### src/rtl/i2c_dac_responder.sv
// i2c_dac_responder
//   I2C target acting as the device end of a 4-channel 12-bit DAC.
//   Accepts write transactions of the form
//     START, {I2C_ADDR,0}, cmd, hi, lo, [cmd, hi, lo ...], STOP
//   and ACKs each accepted byte. A completed triplet commits a 12-bit value
//   to the selected channel register and pulses upd_valid for one cycle.
//
// Ports
//   clk          system clock
//   reset        synchronous, active-high reset
//   i2c_scl_IN   raw SCL from pad
//   i2c_sda_IN   raw SDA from pad
//   i2c_sda      open-drain SDA control (0 = drive low, 1 = release)
//   dac_a..dac_d last committed value per channel
//   upd_valid    one-cycle pulse when a channel value is committed
//   upd_channel  channel index of the commit (0=A..3=D)
//   bus_busy     high from a detected START until a detected STOP
module i2c_dac_responder #(
  parameter logic [6:0]  I2C_ADDR   = 7'b1100000,
  parameter int unsigned FILTER_LEN = 3
) (
  input  logic        clk,
  input  logic        reset,
  input  logic        i2c_scl_IN,
  input  logic        i2c_sda_IN,
  output logic        i2c_sda,
  output logic [11:0] dac_a,
  output logic [11:0] dac_b,
  output logic [11:0] dac_c,
  output logic [11:0] dac_d,
  output logic        upd_valid,
  output logic [1:0]  upd_channel,
  output logic        bus_busy
);

  typedef enum logic [3:0] {
    ST_IDLE     = 4'd0,
    ST_ADDR     = 4'd1,
    ST_ADDR_ACK = 4'd2,
    ST_CMD      = 4'd3,
    ST_CMD_ACK  = 4'd4,
    ST_HI       = 4'd5,
    ST_HI_ACK   = 4'd6,
    ST_LO       = 4'd7,
    ST_LO_ACK   = 4'd8,
    ST_IGNORE   = 4'd9
  } state_t;

  // Count value at which one more disagreeing sample flips the filtered level.
  localparam logic [3:0] FLT_LAST = 4'(FILTER_LEN - 1);

  // Synchronizer and filter state
  logic       scl_s1_q, scl_s2_q, sda_s1_q, sda_s2_q;
  logic       scl_f_q, scl_f_d, sda_f_q, sda_f_d;
  logic [3:0] scl_cnt_q, scl_cnt_d, sda_cnt_q, sda_cnt_d;
  logic       scl_prev_q, sda_prev_q;

  // Protocol state
  state_t     state_q, state_d;
  logic [3:0] bit_cnt_q, bit_cnt_d;
  logic [7:0] shift_q, shift_d;
  logic       drive_q, drive_d;
  logic [1:0] channel_q, channel_d;
  logic [11:0] value_q, value_d;
  logic       busy_q, busy_d;
  logic [11:0] dac_a_q, dac_a_d, dac_b_q, dac_b_d, dac_c_q, dac_c_d, dac_d_q, dac_d_d;
  logic       upd_valid_q, upd_valid_d;
  logic [1:0] upd_channel_q, upd_channel_d;

  // Edge and bus-condition decode on the filtered levels
  logic       scl_rise_s, scl_fall_s, start_s, stop_s;
  logic [7:0] byte_s;

  assign scl_rise_s = scl_f_q & ~scl_prev_q;
  assign scl_fall_s = ~scl_f_q & scl_prev_q;
  assign start_s    = sda_prev_q & ~sda_f_q & scl_f_q;
  assign stop_s     = ~sda_prev_q & sda_f_q & scl_f_q;
  // Byte as it stands once the current rising-edge bit is shifted in.
  assign byte_s     = {shift_q[6:0], sda_f_q};

  // Glitch filters: level flips only after FILTER_LEN disagreeing samples.
  always_comb begin
    scl_f_d   = scl_f_q;
    scl_cnt_d = 4'd0;
    sda_f_d   = sda_f_q;
    sda_cnt_d = 4'd0;
    if (scl_s2_q != scl_f_q) begin
      if (scl_cnt_q == FLT_LAST) begin
        scl_f_d = scl_s2_q;
      end else begin
        scl_cnt_d = scl_cnt_q + 4'd1;
      end
    end else begin
      scl_cnt_d = 4'd0;
    end
    if (sda_s2_q != sda_f_q) begin
      if (sda_cnt_q == FLT_LAST) begin
        sda_f_d = sda_s2_q;
      end else begin
        sda_cnt_d = sda_cnt_q + 4'd1;
      end
    end else begin
      sda_cnt_d = 4'd0;
    end
  end

  // Next-state logic for the protocol FSM, ACK drive and channel commit.
  always_comb begin
    state_d       = state_q;
    bit_cnt_d     = bit_cnt_q;
    shift_d       = shift_q;
    drive_d       = drive_q;
    channel_d     = channel_q;
    value_d       = value_q;
    busy_d        = busy_q;
    dac_a_d       = dac_a_q;
    dac_b_d       = dac_b_q;
    dac_c_d       = dac_c_q;
    dac_d_d       = dac_d_q;
    upd_valid_d   = 1'b0;
    upd_channel_d = upd_channel_q;

    if (start_s) begin
      // START / repeated START wins over everything, including ACK phases.
      state_d   = ST_ADDR;
      bit_cnt_d = 4'd0;
      drive_d   = 1'b0;
      value_d   = 12'd0;
      busy_d    = 1'b1;
    end else if (stop_s) begin
      state_d   = ST_IDLE;
      bit_cnt_d = 4'd0;
      drive_d   = 1'b0;
      value_d   = 12'd0;
      busy_d    = 1'b0;
    end else begin
      case (state_q)
        ST_ADDR, ST_CMD, ST_HI, ST_LO: begin
          if (scl_rise_s) begin
            shift_d = byte_s;
            if (bit_cnt_q == 4'd7) begin
              bit_cnt_d = 4'd0;
              case (state_q)
                ST_ADDR: begin
                  if ((byte_s[7:1] == I2C_ADDR) && (byte_s[0] == 1'b0)) begin
                    state_d = ST_ADDR_ACK;
                  end else begin
                    state_d = ST_IGNORE;
                  end
                end
                ST_CMD: begin
                  if (byte_s[7:3] == 5'b01000) begin
                    channel_d = byte_s[2:1];
                    state_d   = ST_CMD_ACK;
                  end else begin
                    state_d = ST_IGNORE;
                  end
                end
                ST_HI: begin
                  value_d[11:8] = byte_s[3:0];
                  state_d       = ST_HI_ACK;
                end
                ST_LO: begin
                  value_d[7:0] = byte_s;
                  state_d      = ST_LO_ACK;
                end
                default: state_d = ST_IGNORE;
              endcase
            end else begin
              bit_cnt_d = bit_cnt_q + 4'd1;
            end
          end else begin
            shift_d = shift_q;
          end
        end
        ST_ADDR_ACK, ST_CMD_ACK, ST_HI_ACK, ST_LO_ACK: begin
          // First falling edge here is the 8th (start driving); the next
          // one is the 9th (release and move on).
          if (scl_fall_s) begin
            if (!drive_q) begin
              drive_d = 1'b1;
            end else begin
              drive_d = 1'b0;
              case (state_q)
                ST_ADDR_ACK: state_d = ST_CMD;
                ST_CMD_ACK:  state_d = ST_HI;
                ST_HI_ACK:   state_d = ST_LO;
                ST_LO_ACK: begin
                  state_d       = ST_CMD;
                  upd_valid_d   = 1'b1;
                  upd_channel_d = channel_q;
                  case (channel_q)
                    2'd0:    dac_a_d = value_q;
                    2'd1:    dac_b_d = value_q;
                    2'd2:    dac_c_d = value_q;
                    2'd3:    dac_d_d = value_q;
                    default: dac_a_d = dac_a_q;
                  endcase
                end
                default: state_d = ST_IGNORE;
              endcase
            end
          end else begin
            drive_d = drive_q;
          end
        end
        ST_IDLE, ST_IGNORE: begin
          drive_d = 1'b0;
        end
        default: begin
          state_d = ST_IDLE;
          drive_d = 1'b0;
        end
      endcase
    end
  end

  // Register stage: synchronizers, filters, FSM and outputs.
  always_ff @(posedge clk) begin
    if (reset) begin
      scl_s1_q      <= 1'b1;
      scl_s2_q      <= 1'b1;
      sda_s1_q      <= 1'b1;
      sda_s2_q      <= 1'b1;
      scl_f_q       <= 1'b1;
      sda_f_q       <= 1'b1;
      scl_cnt_q     <= 4'd0;
      sda_cnt_q     <= 4'd0;
      scl_prev_q    <= 1'b1;
      sda_prev_q    <= 1'b1;
      state_q       <= ST_IDLE;
      bit_cnt_q     <= 4'd0;
      shift_q       <= 8'd0;
      drive_q       <= 1'b0;
      channel_q     <= 2'd0;
      value_q       <= 12'd0;
      busy_q        <= 1'b0;
      dac_a_q       <= 12'd0;
      dac_b_q       <= 12'd0;
      dac_c_q       <= 12'd0;
      dac_d_q       <= 12'd0;
      upd_valid_q   <= 1'b0;
      upd_channel_q <= 2'd0;
    end else begin
      scl_s1_q      <= i2c_scl_IN;
      scl_s2_q      <= scl_s1_q;
      sda_s1_q      <= i2c_sda_IN;
      sda_s2_q      <= sda_s1_q;
      scl_f_q       <= scl_f_d;
      sda_f_q       <= sda_f_d;
      scl_cnt_q     <= scl_cnt_d;
      sda_cnt_q     <= sda_cnt_d;
      scl_prev_q    <= scl_f_q;
      sda_prev_q    <= sda_f_q;
      state_q       <= state_d;
      bit_cnt_q     <= bit_cnt_d;
      shift_q       <= shift_d;
      drive_q       <= drive_d;
      channel_q     <= channel_d;
      value_q       <= value_d;
      busy_q        <= busy_d;
      dac_a_q       <= dac_a_d;
      dac_b_q       <= dac_b_d;
      dac_c_q       <= dac_c_d;
      dac_d_q       <= dac_d_d;
      upd_valid_q   <= upd_valid_d;
      upd_channel_q <= upd_channel_d;
    end
  end

  assign i2c_sda     = ~drive_q;
  assign dac_a       = dac_a_q;
  assign dac_b       = dac_b_q;
  assign dac_c       = dac_c_q;
  assign dac_d       = dac_d_q;
  assign upd_valid   = upd_valid_q;
  assign upd_channel = upd_channel_q;
  assign bus_busy    = busy_q;

endmodule

### config.mk
export PLATFORM = sky130hd
export DESIGN_NAME = i2c_dac_responder
export DESIGN_NICKNAME = d
export VERILOG_FILES = /design/src/rtl/i2c_dac_responder.sv
export SDC_FILE = /design/constraint.sdc
export NUM_CORES = 1
export LEC_CHECK = 0
export ABC_AREA = 1
export CORE_MARGIN = 2
export CORE_UTILIZATION = 53
export CTS_CLUSTER_SIZE = 25
export DETAILED_ROUTE_END_ITERATION = 12
export HOLD_SLACK_MARGIN = 0.03
export MAX_ROUTING_LAYER = met4
export PLACE_DENSITY = 0.85
export SLEW_MARGIN = 25
export SYNTH_ARGS = -nofsm -noshare
export SYNTH_HDL_FRONTEND = slang
export SYNTH_SLANG_ARGS = --single-unit
### constraint.sdc
create_clock -name clk -period 2.1 [get_ports clk]
set_input_delay 0.315 -clock clk [delete_from_list [all_inputs] [get_ports clk]]
set_output_delay 0.315 -clock clk [all_outputs]
set_load 0.01 [all_outputs]
==> impl_metrics.tcl <==
set metrics [dict create \
    grt_first_pass_wirelength_um 14500 \
    switching_share 0.250 \
    antenna_found_initial 0 \
    leakagePower_nw 1.92 \
    wl_per_cell_um 13.7 \
    routabilityCongestion 0.956 \
    synth_area_leader_cell "dfxtp_1" \
    path_class "flop to flop" \
    cts_buffers 9 \
    setup_tns_ns 0 \
    dieArea_mm2 0.00773 \
    slowest_stage "dfxtp_1" \
    power.internal_mw 2.41 \
    hpwl_um 6120 \
    setup_viol_count_final 0 \
    pwr-share-comb 0.051 \
    ctsResizeCount 0 \
    post_cts.repair.setup_buffers 0 \
    arrival_ns 2.05 \
    path_depth 8 \
    drt-total-wl_um 8740 \
    yosys_warnings 0 \
    cts-hold-fix-buffers 0 \
    clock_path_buffers 2 \
    die_h_um 87.9 \
    synth.distinct_cells 27 \
    rr_endpoint "dac_d[0]" \
    synth_top_area_frac 0.525 \
    grt_pass1_vias 3191 \
    clk_pin_slew_ns 0.10 \
    vias 3346 \
    r2r_slack_ns 0.31 \
    seq_area_frac_synth 0.525 \
    pwr-share-clk 0.365 \
    grt_use_met3 0.0452 \
    track_usage 0.250 \
    required_ns 2.35 \
    crit_chain "nor2_2, nand2_2, nor2_4, nand2_1, nor2_2, inv_2, nor2_1, nor2_1" \
    grt_max_degree 51 \
    p_seq_frac 0.585 \
    dp_cells 623 \
    netlist_area_mm2 0.00373 \
    clock_skew_ns 0.0122 \
    critical_path_buf_inv_count 1 \
    fin_util 0.674 \
    cts_htree_levels 3 \
    period_minus_slack_ns 1.79 \
    stdcell_count 639 \
    crit_path_end_kind "flop" \
    maxSlewViolCount 0 \
    r2r-start "state_q[1]" \
    path_max_fanout 12 \
    final_common_cell "nor2_1" \
    postRouteAntennaNets 0 \
    drt_first_pass_iters 5 \
    max_slew_margin 0.645 \
    busiest_layer "met2" \
    initial_core_util 0.550 \
    final_cell_mix "nor2_1 (124), dfxtp_1 (98), o21ai_0 (64)" \
    hold_path.class "flop to flop" \
    peakVddDrop_v 0.000392 \
    max_freq_mhz 558 \
    worst_skew_pair.late_latency_ns 0.36 \
    drive_gt1_frac 0.0847 \
    finalHoldViolCount 0 \
    min_from "sda_s1_q" \
    overflow 0 \
    r2r_cells 8 \
    grt_setup_unrepaired "false" \
    area_growth_pct 22.7 \
    groute.layer.met1.usage 0.316 \
    drcViolationCount 0 \
    ys_ff_latch 98 \
    port_buffers 56 \
    cts_tree "yes" \
    vias_per_cell 5.24 \
    tightest_slew_ns 0.531 \
    std_cell_rows 30 \
    die_x_um 87.9 \
    startpoint_type "flop" \
    final_nets 547 \
    synth_fp_nets 490 \
    cp_slowest_stage_delay_ns 0.37 \
    netSwitchingPower_mw 0.806 \
    cp_top_family "simple AND/OR/NAND/NOR gates" \
    antenna_cells 0 \
    cp-startpoint "state_q[1]" \
    syn_inst 481 \
    io_pins 57 \
    whs_ns 0.412 \
    postSynthAreaPerCell_um2 7.76 \
    p_total_mw 3.22 \
    status "finished, final reports clean" \
    core_area_mm2 0.00679 \
    synthTopCellsByArea "dfxtp_1 (53%), nor2_1 (12%), o21ai_0 (8.6%)" \
    power_density_mw_per_mm2 703 \
    clockRootBuffer "clkbuf_8" \
    crit_end "dac_d[0]" \
    max_cap_violations 0 \
    grt_util_met2 0.395 \
    drt_iter0_markers 297 \
    period_share 0.854 \
    clock_sinks 98 \
]
==> cell type report <==
cell class                      instances  area, um2
Clock inverter                          5       46.3
Sequential cell                        98       1960
Timing Repair Buffer                   64        633
Tap cell                               96        120
Inverter                               35        131
Fill cell                             553       2210
Clock buffer                           11        141
Multi-Input combinational cell        330       1550
==> metal layers <==
metal  up-vias  share of wire  routed length (um)
met5         -              0                   0
met4         0          0.020                 178
met3        22          0.072                 630
met2       138           0.48                4240
met1      1523           0.42                3690
li1       1663              -                   -
==> cell families after synthesis <==
kind of cell,after synthesis,share of synthesized area
xor gates and xnor gates,6,0.0141
buffers and inverters,53,0.0600
DFF,98,0.525
AOI/OAI and AO/OA,107,0.145
adders and majority gates,5,0.0168
and+or+nand+nor,212,0.239
==> registers in the layout, summed over array words and instances (netlist names), 7 cells and up <==
register and cells:
value_q 12, dac_d 12, dac_b 12, dac_c 12, dac_a 12, shift_q 7
==> through the flow <==
stage / area [um2] / setup WS (ns)
global route: 4580 / 0.125
detailed placement: 4390 / 0.404
floorplan: 3730 / 0.648
global placement: 4390 / 0.451
finish: 4580 / 0.306
CTS: 4580 / 0.323
==> worst min-delay path by stage <==
stage               endpoint  slack [ns]  cells after the start
floorplan           bus_busy        0.38                      1
global placement    sda_s2_q        0.39                      1
detailed placement  scl_s2_q        0.40                      1
CTS                 sda_s2_q        0.42                      1
global route        sda_s2_q        0.43                      1
finish              sda_s2_q        0.41                      1
==> Yosys cell counts (all sizes together) <==
cell type,n
nor2,131
dfxtp,98
o21ai,72
nand2,47
inv,35
a21oi,32
nand3,22
buf,10
clkbuf,8
ha,5
or2,4
xor2,4
nor3,3
nand3b,2
xnor2,2
a211oi,1
a31oi,1
and2,1
and3,1
nor3b,1
o211ai,1
==> power by group through the flow <==
stage               sequential, mW  clock (mW)  combinational (mW)
CTS                           1.88        1.18               0.162
detailed placement            1.93           0               0.160
global route                  1.89        1.26               0.184
floorplan                     1.92           0               0.118
global placement              1.93           0               0.156
finish                        1.88        1.17               0.163
(Power assumes the default switching activity.)
